**config.mk**
```make
export PLATFORM = sky130hd
export DESIGN_NAME = ball_motion_ctrl_flat
export DESIGN_NICKNAME = d
export VERILOG_FILES = /design/src/rtl/ball_motion_ctrl_if.sv /design/src/rtl/ball_motion_ctrl.sv /design/src/flat_wrapper.sv
export SDC_FILE = /design/constraint.sdc
export NUM_CORES = 1
export LEC_CHECK = 0
export ABC_AREA = 1
export ABC_CLOCK_PERIOD_IN_PS = 3950
export CAP_MARGIN = 20
export CORE_MARGIN = 1
export CORE_UTILIZATION = 52
export CTS_CLUSTER_DIAMETER = 80
export DETAILED_ROUTE_END_ITERATION = 16
export HOLD_SLACK_MARGIN = 0.05
export PLACE_DENSITY = 0.75
export SLEW_MARGIN = 20
export SYNTH_ARGS = -nofsm -noshare
export SYNTH_HDL_FRONTEND = slang
export SYNTH_SLANG_ARGS = --single-unit
export TNS_END_PERCENT = 1
```
**constraint.sdc**
```tcl
create_clock -name clk_100mhz -period 3.95 [get_ports clk_100mhz]
set_input_delay 0.79 -clock clk_100mhz [delete_from_list [all_inputs] [get_ports clk_100mhz]]
set_output_delay 0.79 -clock clk_100mhz [all_outputs]
set_load 0.05 [all_outputs]
```
**src/rtl/ball_motion_ctrl_if.sv**
```systemverilog
// rtl/ball_motion_ctrl_if.sv - frame-sync inputs and committed ball positions for ball_motion_ctrl
interface ball_motion_ctrl_if #(
    parameter int NUM_BALLS = 2
);
    logic                    v_sync;
    logic                    freeze;
    logic [10*NUM_BALLS-1:0] ball_x;
    logic [10*NUM_BALLS-1:0] ball_y;
    logic                    busy;
    logic                    frame_done;
    logic [15:0]             frame_count;

    // Side that produces v_sync/freeze and consumes positions (vga + pixel datapath)
    modport master (
        output v_sync,
        output freeze,
        input  ball_x,
        input  ball_y,
        input  busy,
        input  frame_done,
        input  frame_count
    );

    // The motion controller itself
    modport slave (
        input  v_sync,
        input  freeze,
        output ball_x,
        output ball_y,
        output busy,
        output frame_done,
        output frame_count
    );
endinterface

```
**src/rtl/ball_motion_ctrl.sv**
```systemverilog
// rtl/ball_motion_ctrl.sv - per-frame time-multiplexed ball position scheduler with wall bounce
module ball_motion_ctrl #(
    parameter int                         NUM_BALLS     = 2,
    parameter int                         BALL_SPEED    = 5,
    parameter int                         SCREEN_WIDTH  = 800,
    parameter int                         SCREEN_HEIGHT = 600,
    parameter int                         BALL_DIM      = 25,
    parameter logic [10*NUM_BALLS-1:0]    START_X       = {10'd400, 10'd150},
    parameter logic [10*NUM_BALLS-1:0]    START_Y       = {10'd300, 10'd100}
) (
    input  logic               clk_100mhz,
    input  logic               reset_n,
    ball_motion_ctrl_if.slave  bus
);

    localparam int              IDX_W    = (NUM_BALLS > 1) ? $clog2(NUM_BALLS) : 1;
    localparam logic [10:0]     X_MAX    = 11'(SCREEN_WIDTH - BALL_DIM);
    localparam logic [10:0]     Y_MAX    = 11'(SCREEN_HEIGHT - BALL_DIM);
    localparam logic [10:0]     STEP     = 11'(BALL_SPEED);
    localparam logic [IDX_W-1:0] LAST_IDX = IDX_W'(NUM_BALLS - 1);

    typedef enum logic [1:0] {
        S_IDLE   = 2'd0,
        S_UPD_X  = 2'd1,
        S_UPD_Y  = 2'd2,
        S_COMMIT = 2'd3
    } state_t;

    state_t                  state;
    state_t                  state_nxt;
    logic [IDX_W-1:0]        idx;
    logic [IDX_W-1:0]        idx_nxt;
    logic                    vs_q;
    logic                    start_evt;

    // Shadow positions and directions (1 = increasing); outputs only see them at commit
    logic [9:0]              sx [NUM_BALLS];
    logic [9:0]              sy [NUM_BALLS];
    logic [NUM_BALLS-1:0]    vx;
    logic [NUM_BALLS-1:0]    vy;

    logic [10*NUM_BALLS-1:0] ball_x_q;
    logic [10*NUM_BALLS-1:0] ball_y_q;
    logic                    busy_q;
    logic                    frame_done_q;
    logic [15:0]             frame_count_q;

    // Shared add/subtract unit operands and results
    logic                    sel_y;
    logic [10:0]             cur_pos;
    logic                    cur_dir;
    logic [10:0]             cur_max;
    logic [10:0]             pos_inc;
    logic [10:0]             pos_dec;
    logic                    hit_hi;
    logic                    hit_lo;
    logic [10:0]             new_pos;
    logic                    new_dir;

    assign start_evt = vs_q & ~bus.v_sync;

    // Single stepping unit, muxed onto the coordinate selected by state and idx
    always_comb begin
        sel_y   = (state == S_UPD_Y);
        cur_pos = sel_y ? {1'b0, sy[idx]} : {1'b0, sx[idx]};
        cur_dir = sel_y ? vy[idx] : vx[idx];
        cur_max = sel_y ? Y_MAX : X_MAX;
        pos_inc = cur_pos + STEP;
        pos_dec = cur_pos - STEP;
        hit_hi  = (pos_inc >= cur_max);
        hit_lo  = (cur_pos <= STEP);
        new_pos = cur_pos;
        new_dir = cur_dir;
        if (cur_dir) begin
            if (hit_hi) begin
                new_pos = cur_max;
                new_dir = 1'b0;
            end else begin
                new_pos = pos_inc;
            end
        end else begin
            if (hit_lo) begin
                new_pos = 11'd0;
                new_dir = 1'b1;
            end else begin
                new_pos = pos_dec;
            end
        end
    end

    // Next-state logic: walk X then Y of each ball, then commit in one cycle
    always_comb begin
        state_nxt = state;
        idx_nxt   = idx;
        case (state)
            S_IDLE: begin
                if (start_evt && !bus.freeze) begin
                    state_nxt = S_UPD_X;
                    idx_nxt   = '0;
                end
            end
            S_UPD_X: begin
                state_nxt = S_UPD_Y;
            end
            S_UPD_Y: begin
                if (idx == LAST_IDX) begin
                    state_nxt = S_COMMIT;
                end else begin
                    idx_nxt   = idx + 1'b1;
                    state_nxt = S_UPD_X;
                end
            end
            S_COMMIT: begin
                state_nxt = S_IDLE;
            end
            default: begin
                state_nxt = S_IDLE;
            end
        endcase
    end

    // State, ball index and v_sync history
    always_ff @(posedge clk_100mhz or negedge reset_n) begin
        if (!reset_n) begin
            state <= S_IDLE;
            idx   <= '0;
            vs_q  <= 1'b1;
        end else begin
            state <= state_nxt;
            idx   <= idx_nxt;
            vs_q  <= bus.v_sync;
        end
    end

    // Shadow coordinate update, one coordinate per clock
    always_ff @(posedge clk_100mhz or negedge reset_n) begin
        if (!reset_n) begin
            for (int i = 0; i < NUM_BALLS; i++) begin
                sx[i] <= START_X[10*i +: 10];
                sy[i] <= START_Y[10*i +: 10];
            end
            vx <= '1;
            vy <= '1;
        end else begin
            for (int i = 0; i < NUM_BALLS; i++) begin
                if (idx == IDX_W'(i)) begin
                    if (state == S_UPD_X) begin
                        sx[i] <= new_pos[9:0];
                        vx[i] <= new_dir;
                    end
                    if (state == S_UPD_Y) begin
                        sy[i] <= new_pos[9:0];
                        vy[i] <= new_dir;
                    end
                end
            end
        end
    end

    // Output registers: whole frame committed at once, plus status flags
    always_ff @(posedge clk_100mhz or negedge reset_n) begin
        if (!reset_n) begin
            ball_x_q      <= START_X;
            ball_y_q      <= START_Y;
            busy_q        <= 1'b0;
            frame_done_q  <= 1'b0;
            frame_count_q <= 16'd0;
        end else begin
            busy_q       <= (state_nxt != S_IDLE) || (state == S_COMMIT);
            frame_done_q <= (state == S_COMMIT);
            if (state == S_COMMIT) begin
                for (int i = 0; i < NUM_BALLS; i++) begin
                    ball_x_q[10*i +: 10] <= sx[i];
                    ball_y_q[10*i +: 10] <= sy[i];
                end
                frame_count_q <= frame_count_q + 16'd1;
            end
        end
    end

    assign bus.ball_x      = ball_x_q;
    assign bus.ball_y      = ball_y_q;
    assign bus.busy        = busy_q;
    assign bus.frame_done  = frame_done_q;
    assign bus.frame_count = frame_count_q;

endmodule

```
**src/flat_wrapper.sv**
```systemverilog
// flat-port wrapper written by rule: the top's interface ports become plain ports
module ball_motion_ctrl_flat 
#(
    parameter int                         NUM_BALLS     = 2,
    parameter int                         BALL_SPEED    = 5,
    parameter int                         SCREEN_WIDTH  = 800,
    parameter int                         SCREEN_HEIGHT = 600,
    parameter int                         BALL_DIM      = 25,
    parameter logic [10*NUM_BALLS-1:0]    START_X       = {10'd400, 10'd150},
    parameter logic [10*NUM_BALLS-1:0]    START_Y       = {10'd300, 10'd100}
)
  (clk_100mhz, reset_n, bus_v_sync, bus_freeze, bus_ball_x, bus_ball_y, bus_busy, bus_frame_done, bus_frame_count);
  ball_motion_ctrl_if #(.NUM_BALLS(NUM_BALLS)) bus_i ();
  input  logic clk_100mhz;
  input  logic reset_n;
  input wire logic [$bits(bus_i.v_sync)-1:0] bus_v_sync;
  input wire logic [$bits(bus_i.freeze)-1:0] bus_freeze;
  output wire logic [$bits(bus_i.ball_x)-1:0] bus_ball_x;
  output wire logic [$bits(bus_i.ball_y)-1:0] bus_ball_y;
  output wire logic [$bits(bus_i.busy)-1:0] bus_busy;
  output wire logic [$bits(bus_i.frame_done)-1:0] bus_frame_done;
  output wire logic [$bits(bus_i.frame_count)-1:0] bus_frame_count;
  assign bus_i.v_sync = bus_v_sync;
  assign bus_i.freeze = bus_freeze;
  assign bus_ball_x = bus_i.ball_x;
  assign bus_ball_y = bus_i.ball_y;
  assign bus_busy = bus_i.busy;
  assign bus_frame_done = bus_i.frame_done;
  assign bus_frame_count = bus_i.frame_count;
  ball_motion_ctrl #(.NUM_BALLS(NUM_BALLS), .BALL_SPEED(BALL_SPEED), .SCREEN_WIDTH(SCREEN_WIDTH), .SCREEN_HEIGHT(SCREEN_HEIGHT), .BALL_DIM(BALL_DIM), .START_X(START_X), .START_Y(START_Y)) u_core (.clk_100mhz(clk_100mhz), .reset_n(reset_n), .bus(bus_i));
endmodule
```
==> Yosys cells after proc, flatten, opt, wreduce, memory -nomap -nowiden <==
Cells that the tools add are included.
{ "totals": {"reg_bits": 106, "latchBits": 0, "mem_bits_rw": 0, "rom_bits": 0, "inputBits": 4, "wordCells": 68, "memories": 0} }
{ "op_classes": {"n_addsub": 4, "mul": 0, "div_mod_pow": 0, "order_cmp": 4, "n_eq_ne": 4, "shifts": 0, "n_mux": 25, "n_bitwise": 4, "n_reduce_logical": 11} }
{ "op_table": {"columns": ["operator", "count"], "rows": [
  ["$mux 10", 10],
  ["$add 16x1->16 const B", 1],
  ["$add 10x3->11 const B", 1],
  ["$ge 11x10->1", 1],
  ["$le 11x3->1 const B", 1],
  ["$mux 1", 10],
  ["$reduce_and 2->1", 5],
  ["$sub 10x3->10 const B", 1],
  ["$mux 9", 1],
  ["$pmux 2 s4", 1],
  ["$eq 2x2->1 const B", 2],
  ["$mux 2", 2],
  ["$reduce_bool 2->1", 2],
  ["$eq 2x1->1 const B", 1],
  ["$ge 2x2->1 const B", 1],
  ["$logic_not 2->1", 1],
  ["$lt 1x2->1 const B", 1],
  ["$ne 2x1->1 const B", 1],
  ["$not 1->1", 2],
  ["$not 1->2", 1],
  ["$pmux 1 s2", 1],
  ["$add 1x1->1 const B", 1],
  ["$and 1x1->1", 1],
  ["$logic_and 1x1->1", 1],
  ["other kinds (2)", 2]
]} }

==> Logic depth before layout (Yosys ltp) <==
{ "depth": {"ltp_word": 9, "depth_mapped": 26, "ltp_nobuf": 24} }

==> Worst setup path before layout <==
No wires, ideal clock.
{ "synth_timing": {"path_type": "reg2reg", "from": "reg u_core.idx", "to": "reg u_core.sx[9] (netlist bit)", "setup_time_ns": 0.117, "arrival_time_ns": 2.780, "slack_ns": 1.052, "stages_incl_launch_ff": 26, "n_path_buf": 2, "synth_period_minus_slack_ns": 2.898, "cell_sequence": "dfrtp_1 -> buf_4 -> inv_2 -> buf_4 -> nand2_1 -> nand2_1 -> nand2_1 -> nand2_1 -> ha_1 -> inv_1 -> nand3_1 -> nand2_1 -> nor2_1 -> nand2_1 -> o21ai_0 -> o21ai_0 -> inv_1 -> ha_1 -> nand3_1 -> nand2_1 -> a21oi_4 -> nand3_2 -> nor2_1 -> nor2_2 -> nand2_1 -> nand2_1"} }
{ "synth_via": {"elab_chain_len": 9, "word_cells_on_any_way": 21, "classes_between": "2 x add/sub; 2 x order compare; 15 x mux; 1 x bitwise; 1 x reduce/logical"} }
{ "synth_rtl": {"columns": ["item", "line_no", "text"], "rows": [
  ["start, declared", "ball_motion_ctrl.sv:31", "logic [IDX_W-1:0] idx;"],
  ["start signal, assigned", "ball_motion_ctrl.sv:130", "idx <= idx_nxt;"],
  ["$not 1->2 (implied by the code)", "ball_motion_ctrl.sv:65", "cur_pos = sel_y ? {1'b0, sy[idx]} : {1'b0, sx[idx]};"],
  ["$mux 10 (implied by the code) (3 in series)", "ball_motion_ctrl.sv:65", null],
  ["$mux 10", "ball_motion_ctrl.sv:65", null],
  ["$add 10x3->11", "ball_motion_ctrl.sv:68", "pos_inc = cur_pos + STEP;"],
  ["$ge 11x10->1", "ball_motion_ctrl.sv:70", "hit_hi = (pos_inc >= cur_max);"],
  ["$mux 10", "ball_motion_ctrl.sv:75", "if (hit_hi) begin"],
  ["$mux 10", "ball_motion_ctrl.sv:74", "if (cur_dir) begin"],
  ["end signal, assigned by index", "ball_motion_ctrl.sv:139", "sx[i] <= START_X[10*i +: 10];"],
  ["end signal, assigned by index", "ball_motion_ctrl.sv:148", "sx[i] <= new_pos[9:0];"],
  ["end, declared", "ball_motion_ctrl.sv:37", "logic [9:0] sx [NUM_BALLS];"]
]} }
Parallel ways exist; a longest one is shown, timed or not. The select of a mux whose other input is x is not followed.
A chain may end at the register's enable or synchronous reset.

==> Final worst setup path <==
{ "layout_timing": {"from": "reg u_core.state[0]", "to": "reg u_core.sx[2] (netlist bit)"} }
{ "layout_via": {"elab_chain_len": 6, "word_cells_on_any_way": 13, "classes_between": "2 x add/sub; 2 x order compare; 2 x eq/ne; 6 x mux; 1 x reduce/logical"} }
{ "layout_rtl": {"columns": ["item", "line_no", "text"], "rows": [
  ["start, declared", "ball_motion_ctrl.sv:29", "state_t state;"],
  ["start signal, assigned", "ball_motion_ctrl.sv:129", "state <= state_nxt;"],
  ["$eq 2x2->1", "ball_motion_ctrl.sv:64", "sel_y = (state == S_UPD_Y);"],
  ["$mux 10", "ball_motion_ctrl.sv:65", null],
  ["$add 10x3->11", "ball_motion_ctrl.sv:68", null],
  ["$ge 11x10->1", "ball_motion_ctrl.sv:70", null],
  ["$mux 10", "ball_motion_ctrl.sv:75", null],
  ["$mux 10", "ball_motion_ctrl.sv:74", null]
]} }
Parallel ways exist; a longest one is shown, timed or not.

==> impl_metrics.yaml <==
layout:
  utilization_pct: 63.05
  layout_common_cells: "nand2_1 (282), dfrtp_1 (73), clkdlybuf4s50_1 (60), inv_1 (59), nand3_1 (46)"
  multi_input_area_um2: 2262
  ff_latch_area_um2: 2694
  fin_cells: 860
  drive_above_1_share_pct: 12.79
  finalInstanceArea_um2: 6220
  syn_to_final_growth_pct: 16.83
  nNetsFinal: 735
  fill_cells: 852
  final_common_cell: "nand2_1"
  diodes: 0
die:
  die_area_um2: 10650
  initial_core_util_pct: 53.97
  die_x_um: 103.2
  io_pins: 62
  core-area_um2: 9864
  rows: 36
  die_h_um: 103.2
sta:
  finalCritPeriodShare_pct: 90.25
  fin_worst_skew_ns: 0.01079
  fmax_ghz: 0.2805
  setup_violations: 0
  worst_pin_slew_ns: 0.8399
  slew_headroom_pct: 44.01
  fin_tns_setup_ns: 0
  fin_crit_ns: 3.565
  rsz0062_at_grt: "no"
  slew_violations: 0
  hold_viol: 0
worst_setup_path:
  reg2reg_to: "u_core.sx[2]$_DFFE_PN0P_"
  endpoint_kind: "register"
  cp-startpoint: "u_core.state[0]$_DFF_PN0_"
  path_class: "reg -> reg"
  r2r_slack_ns: 0.39
  cp-start-kind: "register"
  crit_family: "simple AND/OR/NAND/NOR gates"
  crit_chain: "inv_2 > nand2_4 > clkinv_2 > nand2_1 > nand2_1 > ha_1 > inv_1 > nand3_1 > a21oi_1 > ha_1 > nand2_1 > inv_1 > nand3_1 > nand2_1 > nand2_1 > nand3_1 > nand3_2 > nand3_2 > inv_2 > nand2_1 > nand3_1 > nand2_1"
  worst_path_most_repeated_cell: "nand2_1"
  reg2reg_depth: 22
  worstSetupPathDepth: 22
  worstReg2RegStart: "u_core.state[0]$_DFF_PN0_"
  cp_data_arrival_time_ns: 3.82
  cp_slowest_cell: "dfrtp_1"
  cp_max_fo: 19
  critPathRequiredTime_ns: 4.20
  critPathMaxStageDelay_ns: 0.42
  path_buf_inv: 5
routing:
  dr_total_vias: 4540
  drt_iter0_drc: 358
  first_pass_iters: 5
  routed_wl_um: 13620
  wl_per_cell_um: 15.83
  drtAntennaViolNets: 0
  vias_per_cell: 5.279
  drc: 0
job:
  cap_violations: 0
placed_design:
  port-buffer-count: 61
  globalplace.congestion: 0.9847
  dp_hpwl_um: 10160
  placed_area_um2: 6046
  place_inst: 844
synthesis:
  synth_nets: 677
  synth_top_cell_area_share_pct: 34.31
  avgSynthCellArea_um2: 8.018
  synth_area_leaders: "dfrtp_1 (34%), nand2_1 (20%), dfstp_2 (16%), nand3_1 (4.3%), inv_1 (4.2%)"
  synthesis.area_um2: 5324
  ys_types: 34
  yosys_register_bits: 106
  synth_seq_area_share_pct: 50.60
  yosysTopAreaCell: "dfrtp_1"
  ys_warn_count: 0
  syn_inst: 664
grt:
  grt_max_degree: 68
  grt_pass1_wl_um: 21980
  grt_pass1_vias: 4275
  grt_overflow_total: 0
  grt_usage_pct: 27.72
  antenna_found_initial: 0
worst_hold_path:
  holdPathStages: 2
  min_to: "u_core.bus.ball_y[13]$_DFFE_PN1P_"
  hold_class: "reg -> reg"
  min_from: "u_core.sy[3]$_DFFE_PN1P_"
clocking:
  ctsLongestPathBuffers: 2
  cts-htree-levels: 3
  cts_buffers: 9
  post_cts_buffers: 0
  clk_latency_ns: 0.36
  cts_tree: "yes"
  cts.clk_slew.worst_paths_ns: 0.10
  clockRootBuffer: "clkbuf_8"
  cts_sinks: 106
outcome:
  outcome: "finished clean"
==> worst max-delay path by stage <==
stage	endpoint	slack (ns)
after floorplan	u_core.sx[9]$_DFFE_PN0P_	1.05
after global placement	u_core.sx[2]$_DFFE_PN0P_	0.52
after detailed placement	u_core.sx[2]$_DFFE_PN0P_	0.44
after CTS	u_core.sx[2]$_DFFE_PN0P_	0.40
after global routing	u_core.sy[1]$_DFFE_PN0P_	0.01
final	u_core.sx[2]$_DFFE_PN0P_	0.39
==> routing by layer <==
| metal | GRT usage, % | vias to the layer above | wire length [um] |
|---|---|---|---|
| met3 | 4.301 | 28 | 637 |
| met4 | 11.27 | 0 | 418 |
| met2 | 43.90 | 147 | 6408 |
| li1 | - | 2186 | - |
| met5 | 0 | - | 0 |
| met1 | 38.33 | 2179 | 6152 |
==> worst min-delay path: stages, from the launching register on <==
cell and delay [ns]:
dfstp_2 0.39, nand2_1 0.06, nand2_1 0.04
==> layout make-up <==
cell class	count	area share [%]
sequential	106	43.31
timing repair buffer	70	10.86
clock buffer	12	2.334
clock inverter	4	0.4426
tap	133	2.676
multi-input combinational	469	36.37
inverter	66	4.003
==> cells in the mapped netlist, drive strengths merged <==
master / number
nand2: 297
dfrtp: 73
inv: 64
nand3: 52
o21ai: 41
dfstp: 33
nor2: 22
buf: 15
nand4: 12
ha: 9
xnor2: 9
xor2: 9
a21oi: 8
clkbuf: 8
o211ai: 4
clkinv: 2
nand3b: 2
nor3: 2
o221ai: 1
or3b: 1
==> flip-flops by register name, indices dropped and copies added (netlist names) <==
register	cells
u_core.sy	20
u_core.sx	20
u_core.idx	1
u_core.vs_q	1
u_core.vy	2
u_core.vx	2
u_core.bus.frame_count	16
u_core.bus.busy	1
u_core.bus.ball_x	20
u_core.bus.frame_done	1
u_core.state	2
u_core.bus.ball_y	20
==> cells by family after synthesis <==
| logic type | after synthesis | synth area share (%) |
|---|---|---|
| simple gates | 388 | 31.54 |
| buf+inv | 89 | 6.957 |
| compound gates | 54 | 5.828 |
| flops | 106 | 50.60 |
| xor+xnor | 18 | 2.961 |
| fa+ha+maj | 9 | 2.115 |
==> per-stage QoR <==
| stage | hold WS, ns | setup slack (ns) |
|---|---|---|
| detailed placement | 0.4580 | 0.4398 |
| floorplan | 0.4473 | 1.052 |
| global placement | 0.4554 | 0.5187 |
| global route | 0.4861 | 0.009602 |
| finish | 0.4733 | 0.3853 |
| CTS | 0.4728 | 0.4024 |
==> repair_timing <==
| action | 4_1_cts | 5_1_grt |
|---|---|---|
| gates resized for setup | 0 | 1 |
| hold buffers | 0 | 0 |
| endpoints found under the setup margin | 0 | 7 |
Power is not shown: default switching activity piles up to over one toggle a cycle in this logic, so the estimate is an artifact.
